===== src/rtl/team_06_pwm_audio_out.sv =====
// PWM audio back-end: latches one offset-binary sample per 256-tick PWM period
// and ramps duty between 0 and midscale on enable changes to suppress pops.
module team_06_pwm_audio_out #(
    parameter int unsigned CLK_DIV   = 1,
    parameter int unsigned RAMP_STEP = 8
) (
    input  logic       clk,
    input  logic       rst,
    input  logic [7:0] audio_in,
    input  logic       en,
    output logic       pwm_out,
    output logic       sample_req,
    output logic       active,
    output logic [7:0] duty
);

    localparam int unsigned       PresW   = (CLK_DIV > 1) ? $clog2(CLK_DIV) : 1;
    localparam logic [PresW-1:0]  PresMax = PresW'(CLK_DIV - 1);
    localparam logic [8:0]        Step    = 9'(RAMP_STEP);
    localparam logic [8:0]        Mid     = 9'd128;

    typedef enum logic [1:0] {
        StIdle,
        StRampUp,
        StActive,
        StRampDown
    } state_e;

    state_e           state_q, state_d;
    logic [PresW-1:0] presc_q, presc_d;
    logic [7:0]       cnt_q, cnt_d;
    logic [7:0]       duty_q, duty_d;
    logic             pwm_q, pwm_d;
    logic             req_q, req_d;
    logic             active_q, active_d;

    logic             tick;
    logic             boundary;
    logic [8:0]       duty_w;
    logic [8:0]       up_sum;
    logic [7:0]       toward_mid;
    logic [7:0]       down_sat;

    // Prescaler and period counter
    always_comb begin
        tick     = (presc_q == PresMax);
        presc_d  = tick ? '0 : presc_q + 1'b1;
        cnt_d    = tick ? cnt_q + 8'd1 : cnt_q;
        boundary = tick && (cnt_q == 8'hFF);
    end

    // Saturating ramp arithmetic, done at 9 bits so duty can never wrap
    always_comb begin
        duty_w = {1'b0, duty_q};
        up_sum = duty_w + Step;
        if (duty_w < Mid) begin
            toward_mid = (up_sum >= Mid) ? 8'd128 : up_sum[7:0];
        end else if (duty_w > Mid) begin
            toward_mid = (duty_w >= Mid + Step) ? 8'(duty_w - Step) : 8'd128;
        end else begin
            toward_mid = 8'd128;
        end
        down_sat = (duty_w >= Step) ? 8'(duty_w - Step) : 8'd0;
    end

    always_comb begin
        state_d = state_q;
        duty_d  = duty_q;
        req_d   = 1'b0;
        if (boundary) begin
            unique case (state_q)
                StIdle: begin
                    if (en) begin
                        duty_d = toward_mid;
                        // A large step lands on midscale at once; go straight to ACTIVE
                        state_d = (toward_mid == 8'd128) ? StActive : StRampUp;
                    end else begin
                        duty_d = 8'd0;
                    end
                end
                StRampUp: begin
                    if (!en) begin
                        duty_d  = down_sat;
                        state_d = StRampDown;
                    end else begin
                        duty_d = toward_mid;
                        if (toward_mid == 8'd128) begin
                            state_d = StActive;
                        end
                    end
                end
                StActive: begin
                    if (en) begin
                        duty_d = audio_in;
                        req_d  = 1'b1;
                    end else begin
                        duty_d  = down_sat;
                        state_d = StRampDown;
                    end
                end
                StRampDown: begin
                    if (en) begin
                        duty_d  = toward_mid;
                        state_d = StRampUp;
                    end else begin
                        duty_d = down_sat;
                        if (down_sat == 8'd0) begin
                            state_d = StIdle;
                        end
                    end
                end
                default: begin
                    state_d = StIdle;
                    duty_d  = 8'd0;
                end
            endcase
        end
    end

    // High for the first duty ticks of each period
    always_comb begin
        pwm_d    = (cnt_d < duty_d);
        active_d = (state_d == StActive);
    end

    always_ff @(posedge clk or posedge rst) begin
        if (rst) begin
            state_q  <= StIdle;
            presc_q  <= '0;
            cnt_q    <= 8'd0;
            duty_q   <= 8'd0;
            pwm_q    <= 1'b0;
            req_q    <= 1'b0;
            active_q <= 1'b0;
        end else begin
            state_q  <= state_d;
            presc_q  <= presc_d;
            cnt_q    <= cnt_d;
            duty_q   <= duty_d;
            pwm_q    <= pwm_d;
            req_q    <= req_d;
            active_q <= active_d;
        end
    end

    assign pwm_out    = pwm_q;
    assign sample_req = req_q;
    assign active     = active_q;
    assign duty       = duty_q;

endmodule


===== config.mk =====
export PLATFORM = sky130hd
export DESIGN_NAME = team_06_pwm_audio_out
export DESIGN_NICKNAME = d
export VERILOG_FILES = /design/src/rtl/team_06_pwm_audio_out.sv
export SDC_FILE = /design/constraint.sdc
export NUM_CORES = 1
export LEC_CHECK = 0
export BUFFER_PORTS_ARGS = -buffer_cell sky130_fd_sc_hd__buf_2
export CAP_MARGIN = 25
export CORE_MARGIN = 2
export CORE_UTILIZATION = 35
export DETAILED_ROUTE_END_ITERATION = 16
export PLACE_DENSITY = 0.56
export SETUP_SLACK_MARGIN = 0.3
export SLEW_MARGIN = 20
export SYNTH_ARGS = -nofsm -noshare
export SYNTH_HDL_FRONTEND = slang
export SYNTH_SLANG_ARGS = --single-unit

===== constraint.sdc =====
create_clock -name clk -period 3.27 [get_ports clk]
set_input_delay 0.327 -clock clk [delete_from_list [all_inputs] [get_ports clk]]
set_output_delay 0.327 -clock clk [all_outputs]
set_load 0.005 [all_outputs]

* After elaboration in Yosys (flattened, before gate mapping)
Cells that the tools add are included.
** Storage, ports and cells
- Bits in registers :: 22
- Input bits :: 11
- Output and inout port bits :: 11
- Memory bits (writable) :: 0
- Logic and storage cells :: 52
- Memory bits (read-only) :: 0
- Memories kept :: 0
- Bits in latches :: 0
** Cells by class
- Bitwise gates (word level) :: 1
- Equal/unequal tests :: 6
- Shifts and indexed selects :: 0
- Div/mod/pow operators :: 0
- Reduce and logical (&&, ||, !) cells :: 4
- $mul :: 0
- Magnitude comparators :: 6
- $add $sub $neg :: 4
- Multiplexer cells :: 24
** Operators by type and width (count)
- two-way mux 8 bit :: 10
- case mux 8 bit (3 select lines) :: 1
- equality test 8 bit, second input constant :: 2
- two-way mux 2 bit :: 8
- adder 8 x 4 -> 9 bit, second input constant :: 1
- greater-or-equal comparator 9 x 8 -> 1 bit, second input constant :: 1
- adder 8 x 1 -> 8 bit, second input constant :: 1
- greater-or-equal comparator 8 x 4 -> 1 bit, second input constant :: 1
- greater-or-equal comparator 8 bit, second input constant :: 1
- > comparator 8 bit, second input constant :: 1
- zero test 8 bit :: 1
- less-than comparator 8 bit :: 1
- less-than comparator 8 bit, second input constant :: 1
- case mux 2 bit (4 select lines) :: 1
- subtractor 8 x 4 -> 8 bit, second input constant :: 1
- equality test 2 bit, second input constant :: 3
- two-way mux 1 bit :: 4
- equality test 2 x 1 -> 1 bit, second input constant :: 1
- zero test 2 bit :: 1
- OR reduction 2 bit :: 1
- adder 1 bit, second input constant :: 1
- logical AND 1 bit :: 1
- NOT 1 bit :: 1

* Longest topological paths before layout
Gate-level depths: netlist of the first run.
- Depth in word-level cells :: 10
- Depth in mapped cells :: 14
- Depth with buffers taken out :: 13

* Least setup slack after synthesis of the first run
No wires, ideal clock.
- Path kind :: register to register
- From :: register duty_q[4], in the netlist duty[4]
- To :: register pwm_q, in the netlist pwm_out
- Clock period less this slack :: 2.995 ns
- Data required time :: 3.146 ns
- Arrival time :: 2.871 ns
- Setup slack :: 0.275 ns
- Stages on the path, launching flop included :: 15
- Path buffers :: 1
- Path through :: dfrtp_1 > inv_1 > ha_1 > nor4b_2 > o221ai_2 > buf_6 > o221ai_1 > o21ai_0 > o211a_1 > ha_1 > a21o_1 > o21ai_0 > a21oi_1 > nor2_1 > o31a_1
** Between the ends
- Longest elaborated chain between the ends :: 8
** Ends and longest elaborated chain
- start, declared :: line 32 : logic [7:0] duty_q, duty_d;
- start signal, assigned :: line 139 : duty_q <= duty_d;
- adder 8 x 4 -> 9 bit, or another cell as far along :: line 55 : up_sum = duty_w + Step;
- greater-or-equal comparator 9 x 8 -> 1 bit or two-way mux 8 bit (tied branches) :: line 57, 59
- two-way mux 8 bit, on equally long branches :: line 57, 58
- two-way mux 8 bit :: line 56 : if (duty_w < Mid) begin
- two-way mux 8 bit, on equally long branches :: line 82, 102, 73
- case mux 8 bit (3 select lines) :: line 71 : unique case (state_q)
- two-way mux 8 bit * :: line 70 : if (boundary) begin
- less-than comparator 8 bit * :: line 122 : pwm_d = (cnt_d < duty_d);
- net pwm_d :: line 33 : logic pwm_q, pwm_d;
- end signal, assigned :: line 140 : pwm_q <= pwm_d;
- end, declared :: line 33
Mark *: on every way through the listed nets, which the timed path passes. The rest lies on a longest branch.

* Worst setup path in the final report of the first run
Same ends and word-level chain as after synthesis.

==> metrics.log, run 1 <==
INFO  metric crit-reg2reg-launch = duty[4]$_DFF_PP0_
INFO  metric clk_transition_reported_paths = 0.09 ns
INFO  metric grt_antenna_before_repair = 0
INFO  metric gp_routability_congestion = 0.883
INFO  metric final_min_period_over_clock_period = 0.937
INFO  metric yosys-top-cells-area = dfrtp_1, ha_1, a21oi_1
INFO  metric max_clock_freq = 326 MHz
INFO  metric clock_power_share = 0.383
INFO  metric nFillCells = 499
INFO  metric critPathLaunchType = flip-flop
INFO  metric place_hpwl = 3.84 mm
INFO  metric cts-hold-fix-buffers = 0
INFO  metric final_setup_viols = 0
INFO  metric synth_most_common_cell = dfrtp_1
INFO  metric area_used_by_multi_input_combinational_logic = 1250 sq um
INFO  metric grt_pass1_vias = 1,638
INFO  metric netlist_top_cells_count = dfrtp_1, nand2_1, a21oi_1
INFO  metric worst_skew_pair_latency = 0.26 ns
INFO  metric clock-skew-final = 0.00786 ns
INFO  metric sequentialPowerShare = 0.566
INFO  metric detail_route.drc_violations = 0
INFO  metric synth_enable_flop_cells = 0
INFO  metric avgSynthCellArea = 8.85 sq um
INFO  metric finalWorstSetupSlack = 0.205 ns
INFO  metric post_synth_instance_area = 1790 sq um
INFO  metric pin_count = 22
INFO  metric cp_data_arrival_time = 3.27 ns
INFO  metric grt_setup_unrepaired = true
INFO  metric die_h = 75.5 um
INFO  metric via_per_inst = 5.54
INFO  metric pwr-share-comb = 0.050
INFO  metric tritoncts.num_buffers = 3
INFO  metric timing.max_cap.violations = 0
INFO  metric final.setup.tns = 0 ns
INFO  metric synth.ff_latch_count = 21
INFO  metric leakage = 1.02 nW
INFO  metric cts-root-to-sink-buffers = 2
INFO  metric placementRows = 26
INFO  metric grt_first_pass_wirelength = 8.19 mm
INFO  metric synth.yosys.warnings = 0
INFO  metric initialDrtViolationCount = 153
INFO  metric vias = 1,795
INFO  metric power-per-cell-area = 193 nW/um^2
INFO  metric dr.pass1.iters = 4
INFO  metric netlist.area_leader.share = 0.294
INFO  metric synthArstFlopShare = 1.00
INFO  metric htree_levels = 1
INFO  metric grt_usage = 0.190
INFO  metric worst_slew_margin_rel = 0.442
INFO  metric placement.setup.worst_slack = 0.138 ns
INFO  metric die_w = 75.5 um
INFO  metric detail-route-antenna-nets = 0
INFO  metric report.final.hold_viol_count = 0
INFO  metric synthDistinctLibCells = 57
INFO  metric cell_internal_pwr = 0.352 mW
INFO  metric effective_utilization_at_floorplan = 0.357
INFO  metric number_of_buffers_inserted_by_port_buffering = 21
INFO  metric min-delay-path-class = in -> async
INFO  metric number_of_cells_traversed_by_the_worst_register_to_register_path = 13
INFO  metric overall_overflow_remaining_after_global_route = 0
INFO  metric postRouteWirelength = 5.27 mm
INFO  metric regToRegEndpoint = pwm_out$_DFF_PP0_
INFO  metric mapped_cells = 202
INFO  metric syn_to_layout_area_delta = 32.6%
INFO  metric route.detailed.wl_per_inst = 16.3 um
INFO  metric maximum_number_of_pins_on_one_net_before_global_route_repair = 22
INFO  metric final_core_util = 0.473
INFO  metric num_antenna_cells = 0
INFO  metric cts_root_buffer = clkbuf_8
INFO  metric drv_slew = 0
INFO  metric clock_tree_from_tritoncts = built
INFO  metric placed_cells = 302
INFO  metric critical_path_peak_fanout = 7
INFO  metric share_of_the_yosys_chip_area_belonging_to_registers = 0.294
INFO  metric cp.required = 3.47 ns
INFO  metric power.net_switching = 0.106 mW
INFO  metric main_flop_type_after_synthesis = dfrtp_1
INFO  metric layout_min_cycle_time = 3.06 ns
INFO  metric layout.nets = 278
INFO  metric timing.setup.critical_path_class = reg -> reg
INFO  metric sort_of_element_at_the_end_of_the_critical_path = flip-flop
INFO  metric post_route_cells_drive_above_1_share = 0.362
INFO  metric design.die.area = 5700 sq um
INFO  metric cts_sinks = 21
INFO  metric post_synthesis_net_count = 225
INFO  metric register_area = 526 sq um
INFO  metric synth_top_area_cell = dfrtp_1
INFO  metric core_region_area = 5010 sq um
INFO  metric status = completed
INFO  metric power.share.switching = 0.230
INFO  metric post_layout_nonfiller_instances = 324
INFO  metric worst_pin_slew = 0.836 ns
INFO  metric r2r_slack = 0.21 ns
INFO  metric vdd_ir_drop_max = 0.132 mV
power groups by stage:
stage                     Sequential, mW  Clock, mW  Combinational (mW)
after floorplan                    0.265          0              0.0116
after global placement             0.265          0              0.0231
after detailed placement           0.265          0              0.0228
after CTS                          0.259      0.180              0.0231
after global routing               0.259      0.190              0.0257
final                              0.259      0.175              0.0231
per-layer routing:
| metal | up-vias | global-route usage | share of wire |
|---|---|---|---|
| met5 | - | 0 | 0 |
| met4 | 0 | 0.0546 | 0.013 |
| met3 | 7 | 0.0265 | 0.044 |
| met2 | 57 | 0.297 | 0.47 |
| met1 | 850 | 0.272 | 0.47 |
| li1 | 881 | - | - |
placed cells by master (no fill, tap or decap), types with 4 or more instances in the layout:
cell / n
nor2_1: 12
nand2_1: 15
nand3_1: 7
ha_1: 9
dfrtp_1: 21
buf_2: 21
nor3_1: 6
o21ai_0: 6
buf_4: 34
inv_1: 10
o21a_1: 4
a21oi_2: 4
o221ai_1: 4
a21oi_1: 10
o22ai_1: 5
xnor2_1: 6
buf_6: 4
sequential cells by signal (all words and copies together) (netlist names):
register	count
cnt_q	8
pwm_out	1
duty	8
active	1
sample_req	1
state_q	2
worst max-delay path by stage:
stage / depth (start not counted) / to / from
final: 13 / pwm_out$_DFF_PP0_ / duty[4]$_DFF_PP0_
after detailed placement: 14 / pwm_out$_DFF_PP0_ / duty[4]$_DFF_PP0_
after global routing: 13 / pwm_out$_DFF_PP0_ / duty[4]$_DFF_PP0_
after CTS: 12 / pwm_out$_DFF_PP0_ / duty[3]$_DFF_PP0_
after global placement: 13 / pwm_out$_DFF_PP0_ / duty[3]$_DFF_PP0_
after floorplan: 14 / pwm_out$_DFF_PP0_ / duty[3]$_DFF_PP0_
per-stage QoR:
step	hold slack [ns]	instance area (sq um)	total power, mW
after global placement	0.528	2070	0.288
final	0.218	2370	0.458
after global routing	0.301	2370	0.476
after detailed placement	0.514	2070	0.287
after CTS	0.247	2210	0.462
after floorplan	0.304	1800	0.276
area by class of cell:
cell class,instances,area share
clock buffer,3,0.0174
clock inverter,1,0.00211
inverter,12,0.0248
multi-input combinational,158,0.526
sequential,21,0.222
tap,70,0.0369
timing repair buffer,59,0.171
worst max-delay path, stage by stage (launching register included):
cell	delay (ns)
dfrtp_1	0.41
buf_6	0.13
or4_4	0.60
nor3_4	0.29
buf_6	0.15
o41ai_1	0.06
a32oi_1	0.25
o211a_1	0.19
ha_1	0.23
a21o_1	0.20
o21ai_2	0.13
a21oi_2	0.08
o22ai_2	0.13
o31a_1	0.14
cell families (layout without fill, tap and decap cells):
kind of cell	count (synthesis)	count (layout)	share of synthesized area
AND/OR/NAND/NOR	66	66	0.205
flip-flops	21	21	0.294
AO/OA/AOI/OAI	71	71	0.297
multiplexers	1	1	0.00630
XOR/XNOR	8	8	0.0392
adder cells (fa/ha/maj)	12	12	0.0840
buffers and inverters	23	75	0.0742
what timing repair did:
action / CTS / global route
gates resized for setup: 12 / 16
gates cloned: 0 / 0
setup buffers: 6 / 12
pin swaps: 4 / 17
endpoints found under the setup margin: 1 / 1
Power figures use the tool's default switching activity.
==> run 2, diff against run 1 <==
- PLACE_DENSITY: 0.56 -> unset
- clock period: 3.27 -> 3.4 ns (I/O delays scaled with it)
==> run 2 against run 1 <==
Effect of this change:
- cell count shrank 3.7%
- clock power is essentially flat
- sequential power shrank 4%
- register-to-register slack gained 0.18 ns
- die area is the same
- sequential cell count is the same
- maximum frequency grew 1.7%
- wire length shrank 2.4%
- critical path depth is the same
- core utilization shrank 3.2 points
- worst setup slack gained 0.18 ns
- combinational power shrank 3%
- critical path type unchanged
- largest power group unchanged
==> metrics.log, run 2 (same netlist as run 1, synthesis figures left out) <==
INFO  metric critical_path_peak_fanout = 7 (unchanged)
INFO  metric syn_to_layout_area_delta = 23.5% (was 32.6%)
INFO  metric vias = 1,840 (was 1,795)
INFO  metric grt_antenna_before_repair = 0 (unchanged)
INFO  metric placed_cells = 300 (was 302)
INFO  metric detailed_place.area = 2040 sq um (was 2070 sq um)
INFO  metric power.net_switching = 0.108 mW (was 0.106 mW)
INFO  metric tritoncts.num_buffers = 3 (unchanged)
INFO  metric worst_skew_pair_latency = 0.27 ns (was 0.26 ns)
INFO  metric cp_data_arrival_time = 3.22 ns (was 3.27 ns)
INFO  metric worst_pin_slew = 0.809 ns (was 0.836 ns)
INFO  metric core_region_area = 5010 sq um (unchanged)
INFO  metric design.die.area = 5700 sq um (unchanged)
INFO  metric final_min_period_over_clock_period = 0.886 (was 0.937)
INFO  metric final.setup.tns = 0 ns (unchanged)
INFO  metric pwr-share-comb = 0.050 (about the same)
INFO  metric design_area = 2210 sq um (was 2370 sq um)
INFO  metric final_setup_viols = 0 (unchanged)
INFO  metric overall_overflow_remaining_after_global_route = 0 (unchanged)
INFO  metric clk_transition_reported_paths = 0.09 ns (about the same)
INFO  metric initialDrtViolationCount = 234 (was 153)
INFO  metric die_w = 75.5 um (unchanged)
INFO  metric layout.nets = 266 (was 278)
INFO  metric drv_slew = 0 (unchanged)
INFO  metric worst_slew_margin_rel = 0.460 (was 0.442)
INFO  metric power-per-cell-area = 202 nW/um^2 (was 193 nW/um^2)
INFO  metric post_route_cells_drive_above_1_share = 0.298 (was 0.362)
INFO  metric effective_utilization_at_floorplan = 0.357 (unchanged)
INFO  metric htree_levels = 1 (unchanged)
INFO  metric sequentialPowerShare = 0.558 (was 0.566)
INFO  metric cts_sinks = 21 (unchanged)
INFO  metric nFillCells = 513 (was 499)
INFO  metric grt_pass1_vias = 1,673 (was 1,638)
INFO  metric post_layout_nonfiller_instances = 312 (was 324)
INFO  metric timing.max_cap.violations = 0 (unchanged)
INFO  metric sort_of_element_at_the_end_of_the_critical_path = flip-flop (unchanged)
INFO  metric cell_internal_pwr = 0.339 mW (was 0.352 mW)
INFO  metric num_antenna_cells = 0 (unchanged)
INFO  metric clock-skew-final = 0.00999 ns (was 0.00786 ns)
INFO  metric clock_tree_from_tritoncts = built (unchanged)
INFO  metric route.detailed.wl_per_inst = 16.5 um (was 16.3 um)
INFO  metric cts_root_buffer = clkbuf_8 (unchanged)
INFO  metric dr.pass1.iters = 5 (was 4)
INFO  metric min-delay-path-class = in -> async (unchanged)
INFO  metric grt_setup_unrepaired = true (unchanged)
INFO  metric detail_route.drc_violations = 0 (unchanged)
INFO  metric power.share.switching = 0.241 (was 0.230)
INFO  metric leakage = 0.938 nW (was 1.02 nW)
INFO  metric timing.setup.critical_path_class = reg -> reg (unchanged)
INFO  metric maximum_number_of_pins_on_one_net_before_global_route_repair = 22 (unchanged)
INFO  metric layout_min_cycle_time = 3.01 ns (was 3.06 ns)
INFO  metric die_h = 75.5 um (unchanged)
INFO  metric number_of_buffers_inserted_by_port_buffering = 21 (unchanged)
INFO  metric gp_routability_congestion = 0.851 (was 0.883)
INFO  metric clock_power_share = 0.392 (was 0.383)
INFO  metric postRouteWirelength = 5.14 mm (was 5.27 mm)
INFO  metric grt_usage = 0.191 (was 0.190)
INFO  metric layout.cells.most_common = buf_4 (unchanged)
INFO  metric totalPowerFinal = 0.447 mW (was 0.458 mW)
INFO  metric max_clock_freq = 332 MHz (was 326 MHz)
INFO  metric cts-hold-fix-buffers = 0 (unchanged)
INFO  metric critPathLaunchType = flip-flop (unchanged)
INFO  metric cp.required = 3.61 ns (was 3.47 ns)
INFO  metric report.final.hold_viol_count = 0 (unchanged)
INFO  metric placementRows = 26 (unchanged)
INFO  metric via_per_inst = 5.90 (was 5.54)
INFO  metric place_hpwl = 3.81 mm (was 3.84 mm)
INFO  metric layout.cells.most_common_list = buf_4, dfrtp_1, buf_2 (unchanged)
INFO  metric vdd_ir_drop_max = 0.152 mV (was 0.132 mV)
INFO  metric grt_first_pass_wirelength = 8.29 mm (was 8.19 mm)
INFO  metric status = completed (unchanged)
INFO  metric detail-route-antenna-nets = 0 (unchanged)
INFO  metric cts-root-to-sink-buffers = 2 (unchanged)
INFO  metric pin_count = 22 (unchanged)
## run 2: cell count changes in the layout (fill, tap and decap cells not counted), moves of 2 or more
| cell | before | now |
|---|---|---|
| a21oi_1 | 10 | 12 |
| a21oi_2 | 4 | 2 |
| ha_1 | 9 | 12 |
| buf_4 | 34 | 23 |
| nor2_1 | 12 | 10 |
| nor2_2 | 1 | 3 |
| ha_4 | 3 | 0 |
| o21ai_0 | 6 | 8 |
## run 2: worst max-delay path, cell delays in order, from the launching register on
cell      delay [ns]
dfrtp_1         0.40
buf_6           0.14
or4_4           0.56
o221ai_4        0.31
buf_4           0.18
o22ai_1         0.06
o21ai_1         0.19
o211a_1         0.19
ha_1            0.23
a21o_1          0.17
o21ai_1         0.11
a21oi_1         0.09
o22ai_1         0.16
o31a_1          0.15
## run 2: what timing repair did
item,in CTS,in global routing
gates resized for setup,2,13
endpoints found under the setup margin,1,1
pin swaps,2,12
buffers inserted,2,6
## run 2: path summary, 6_finish.rpt
path | startpoint | end | slack, ns | cells past startpoint
setup / recovery | duty[4]$_DFF_PP0_ | pwm_out$_DFF_PP0_ | 0.39 | 13
hold / removal | rst | duty[0]$_DFF_PP0_ | 0.21 | 2
setup reg to reg | duty[4]$_DFF_PP0_ | pwm_out$_DFF_PP0_ | 0.39 | 13
hold reg to reg | cnt_q[0]$_DFF_PP0_ | cnt_q[0]$_DFF_PP0_ | 0.54 | 1
max in group asynchronous | rst | duty[5]$_DFF_PP0_ | 2.68 | 2
min in group clk | audio_in[5] | duty[5]$_DFF_PP0_ | 0.40 | 3
## run 2: per-stage QoR
stage	hold WS, ns	setup WS (ns)	util
floorplan	0.317	0.405	-
global placement	0.516	0.228	0.408
detailed placement	0.528	0.218	0.408
CTS	0.253	0.310	0.422
global route	0.306	0.253	0.441
finish	0.208	0.388	0.441
## run 2: final cells by class
class | count | area [sq um] | area share
tap | 70 | 87.6 | 0.0397
inverter | 12 | 58.8 | 0.0266
clock buffer | 3 | 41.3 | 0.0187
clock inverter | 1 | 5.00 | 0.00227
multi-input combinational | 158 | 1180 | 0.534
timing repair buffer | 47 | 312 | 0.141
sequential | 21 | 526 | 0.238
## run 2: layer usage
layer | GRT usage | part of all wire | wire length, um
met1 | 0.263 | 0.44 | 2240
met2 | 0.305 | 0.47 | 2420
met3 | 0.0212 | 0.065 | 335
met4 | 0.0799 | 0.029 | 149
met5 | 0 | 0 | 0
## run 2: power by group through the flow
stage	combinational, mW	sequential [mW]	clock [mW]
after floorplan	0.0112	0.254	0
final	0.0224	0.249	0.175
after global placement	0.0222	0.254	0
after CTS	0.0220	0.249	0.176
after detailed placement	0.0220	0.254	0
after global routing	0.0248	0.250	0.184
==> run 3, diff against run 2 <==
- BUFFER_PORTS_ARGS: -buffer_cell sky130_fd_sc_hd__buf_2 -> unset
- DONT_BUFFER_PORTS: unset -> 1
==> run 3 against run 2 <==
Effect of this change:
- global-route usage decreased by 0.64 points
- worst setup slack better by 0.034 ns
- power down 2.3%
- non-clock buffer count fell by 25
- maximum frequency up 1.1%
- first-iteration DRC count is 15% lower
==> metrics.log, run 3 (same netlist as run 1, synthesis figures left out) <==
INFO  metric clk_transition_reported_paths = 0.09 ns (about the same)
INFO  metric initialDrtViolationCount = 200 (was 234)
INFO  metric syn_to_layout_area_delta = 17.4% (was 23.5%)
INFO  metric critPathLaunchType = flip-flop (unchanged)
INFO  metric layout.cells.most_common = dfrtp_1 (was buf_4)
INFO  metric final.setup.tns = 0 ns (unchanged)
INFO  metric cts-root-to-sink-buffers = 2 (unchanged)
INFO  metric detail_route.drc_violations = 0 (unchanged)
INFO  metric die_w = 75.5 um (unchanged)
INFO  metric pwr-share-comb = 0.031 (was 0.050)
INFO  metric worst_skew_pair_latency = 0.27 ns (about the same)
INFO  metric clock-skew-final = 0.00846 ns (was 0.00999 ns)
INFO  metric final_core_util = 0.419 (was 0.441)
INFO  metric layout.cells.most_common_list = dfrtp_1, buf_4, nand2_1 (was buf_4, dfrtp_1, buf_2)
INFO  metric placementRows = 26 (unchanged)
INFO  metric vdd_ir_drop_max = 0.117 mV (was 0.152 mV)
INFO  metric power.net_switching = 0.101 mW (was 0.108 mW)
INFO  metric route.detailed.wl_per_inst = 17.2 um (was 16.5 um)
INFO  metric clock_tree_from_tritoncts = built (unchanged)
INFO  metric placed_cells = 275 (was 300)
INFO  metric delay_of_the_slowest_cell_on_the_worst_path = 0.67 ns (was 0.56 ns)
INFO  metric htree_levels = 1 (unchanged)
INFO  metric sort_of_element_at_the_end_of_the_critical_path = flip-flop (unchanged)
INFO  metric via_per_inst = 5.85 (was 5.90)
INFO  metric min-delay-path-class = in -> async (unchanged)
INFO  metric layout.nets = 241 (was 266)
INFO  metric post_layout_nonfiller_instances = 287 (was 312)
INFO  metric cp.required = 3.55 ns (was 3.61 ns)
INFO  metric pin_count = 22 (unchanged)
INFO  metric post_route_cells_drive_above_1_share = 0.240 (was 0.298)
INFO  metric sequentialPowerShare = 0.572 (was 0.558)
INFO  metric hold_ws = 0.111 ns (was 0.208 ns)
INFO  metric grt_first_pass_wirelength = 7.89 mm (was 8.29 mm)
INFO  metric detail-route-antenna-nets = 0 (unchanged)
INFO  metric status = completed (unchanged)
INFO  metric grt_usage = 0.185 (was 0.191)
INFO  metric worst_slew_margin_rel = 0.457 (was 0.460)
INFO  metric critical_path_peak_fanout = 8 (was 7)
INFO  metric cpMaxStageDelayCell = or4b_2 (was or4_4)
INFO  metric die_h = 75.5 um (unchanged)
INFO  metric gp_routability_congestion = 0.880 (was 0.851)
INFO  metric report.final.hold_viol_count = 0 (unchanged)
INFO  metric design.die.area = 5700 sq um (unchanged)
INFO  metric cp_data_arrival_time = 3.13 ns (was 3.22 ns)
INFO  metric maximum_number_of_pins_on_one_net_before_global_route_repair = 22 (unchanged)
INFO  metric final_setup_viols = 0 (unchanged)
INFO  metric timing.setup.critical_path_class = reg -> reg (unchanged)
INFO  metric place_hpwl = 3.70 mm (was 3.81 mm)
INFO  metric dr.pass1.iters = 4 (was 5)
INFO  metric grt_pass1_vias = 1,508 (was 1,673)
INFO  metric cts_root_buffer = clkbuf_8 (unchanged)
INFO  metric design_area = 2100 sq um (was 2210 sq um)
INFO  metric vias = 1,679 (was 1,840)
INFO  metric overall_overflow_remaining_after_global_route = 0 (unchanged)
INFO  metric grt_antenna_before_repair = 0 (unchanged)
INFO  metric clock_power_share = 0.398 (was 0.392)
INFO  metric grt_setup_unrepaired = false (was true)
INFO  metric cts_sinks = 21 (unchanged)
INFO  metric worst_pin_slew = 0.813 ns (was 0.809 ns)
INFO  metric cell_internal_pwr = 0.336 mW (was 0.339 mW)
INFO  metric detailed_place.area = 1910 sq um (was 2040 sq um)
INFO  metric number_of_buffers_inserted_by_port_buffering = 0 (was 21)
INFO  metric leakage = 0.825 nW (was 0.938 nW)
INFO  metric max_clock_freq = 336 MHz (was 332 MHz)
INFO  metric drv_slew = 0 (unchanged)
INFO  metric crit_chain = buf_6 > or4b_2 > a21oi_2 > a221o_1 > nand4_1 > o221a_2 > ha_4 > o21ai_1 > a21oi_1 > nor2_1 > o31a_1 (was buf_6 > or4_4 > o221ai_4 > buf_4 > o22ai_1 > o21ai_1 > o211a_1 > ha_1 > a21o_1 > o21ai_1 > a21oi_1 > o22ai_1 > o31a_1)
INFO  metric layout_min_cycle_time = 2.98 ns (was 3.01 ns)
INFO  metric core_region_area = 5010 sq um (unchanged)
INFO  metric timing.max_cap.violations = 0 (unchanged)
INFO  metric power.share.switching = 0.230 (was 0.241)
INFO  metric postRouteWirelength = 4.93 mm (was 5.14 mm)
INFO  metric final_min_period_over_clock_period = 0.876 (was 0.886)
INFO  metric tritoncts.num_buffers = 3 (unchanged)
INFO  metric power-per-cell-area = 208 nW/um^2 (was 202 nW/um^2)
INFO  metric num_antenna_cells = 0 (unchanged)
INFO  metric effective_utilization_at_floorplan = 0.357 (unchanged)
## run 3: changes by cell type in the layout (fill, tap and decap cells not counted), moves of 2 or more
cell / before / now
a21oi_1: 12 / 10
buf_2: 21 / 0
ha_2: 0 / 2
ha_1: 12 / 9
a21oi_2: 2 / 4
buf_4: 23 / 19
## run 3: stage by stage
step | total power [mW] | setup slack (ns)
floorplan | 0.266 | 0.405
global placement | 0.267 | 0.267
detailed placement | 0.267 | 0.251
CTS | 0.439 | 0.321
global route | 0.461 | 0.302
finish | 0.437 | 0.421
## run 3: final cells by class
cell class / count / area [sq um]
Inverter: 12 / 58.8
Fill cell: 507 / 2910
Tap cell: 70 / 87.6
Clock buffer: 3 / 41.3
Multi-Input combinational cell: 158 / 1200
Sequential cell: 21 / 527
Timing Repair Buffer: 22 / 176
Clock inverter: 1 / 5.00
## run 3: worst max-delay path: cells and delay by family, from the launching register on
family | cells | cell delay (ns)
fa+ha+maj | 1 | 0.27
flops | 1 | 0.46
simple gates | 3 | 0.85
buf+inv | 1 | 0.15
compound gates | 6 | 1.15
## run 3: path summary, 6_finish.rpt
path	to	start	slack, ns	cells after the start
worst min-delay path	duty[0]$_DFF_PP0_	rst	0.11	1
worst max register to register	pwm_out$_DFF_PP0_	duty[5]$_DFF_PP0_	0.42	11
worst max-delay path	pwm_out$_DFF_PP0_	duty[5]$_DFF_PP0_	0.42	11
max in group asynchronous	duty[5]$_DFF_PP0_	rst	2.73	1
worst min register to register	cnt_q[0]$_DFF_PP0_	cnt_q[0]$_DFF_PP0_	0.52	1
min in group clk	active$_DFF_PP0_	en	0.23	2
## run 3: repair_timing
action                                  4_1_cts  5_1_grt
resized for setup                             4       16
pin swaps                                     0       12
hold buffers                                  0        0
endpoints found under the setup margin        1        1
buffers inserted                              0        8
## run 3: power by group through the flow
stage | registers, mW | logic (mW) | clock network [mW]
2_1_floorplan | 0.254 | 0.0112 | 0
3_3_place_gp | 0.254 | 0.0127 | 0
3_5_place_dp | 0.254 | 0.0124 | 0
4_1_cts | 0.250 | 0.0126 | 0.177
5_1_grt | 0.250 | 0.0152 | 0.196
6_report | 0.249 | 0.0134 | 0.174
## run 3: routing by layer
metal / wire length [um] / track usage / up-vias
met5: 0 / 0 / -
met4: 43 / 0.0507 / 0
met3: 346 / 0.0397 / 5
met2: 2340 / 0.284 / 61
met1: 2200 / 0.263 / 804
li1: - / - / 809
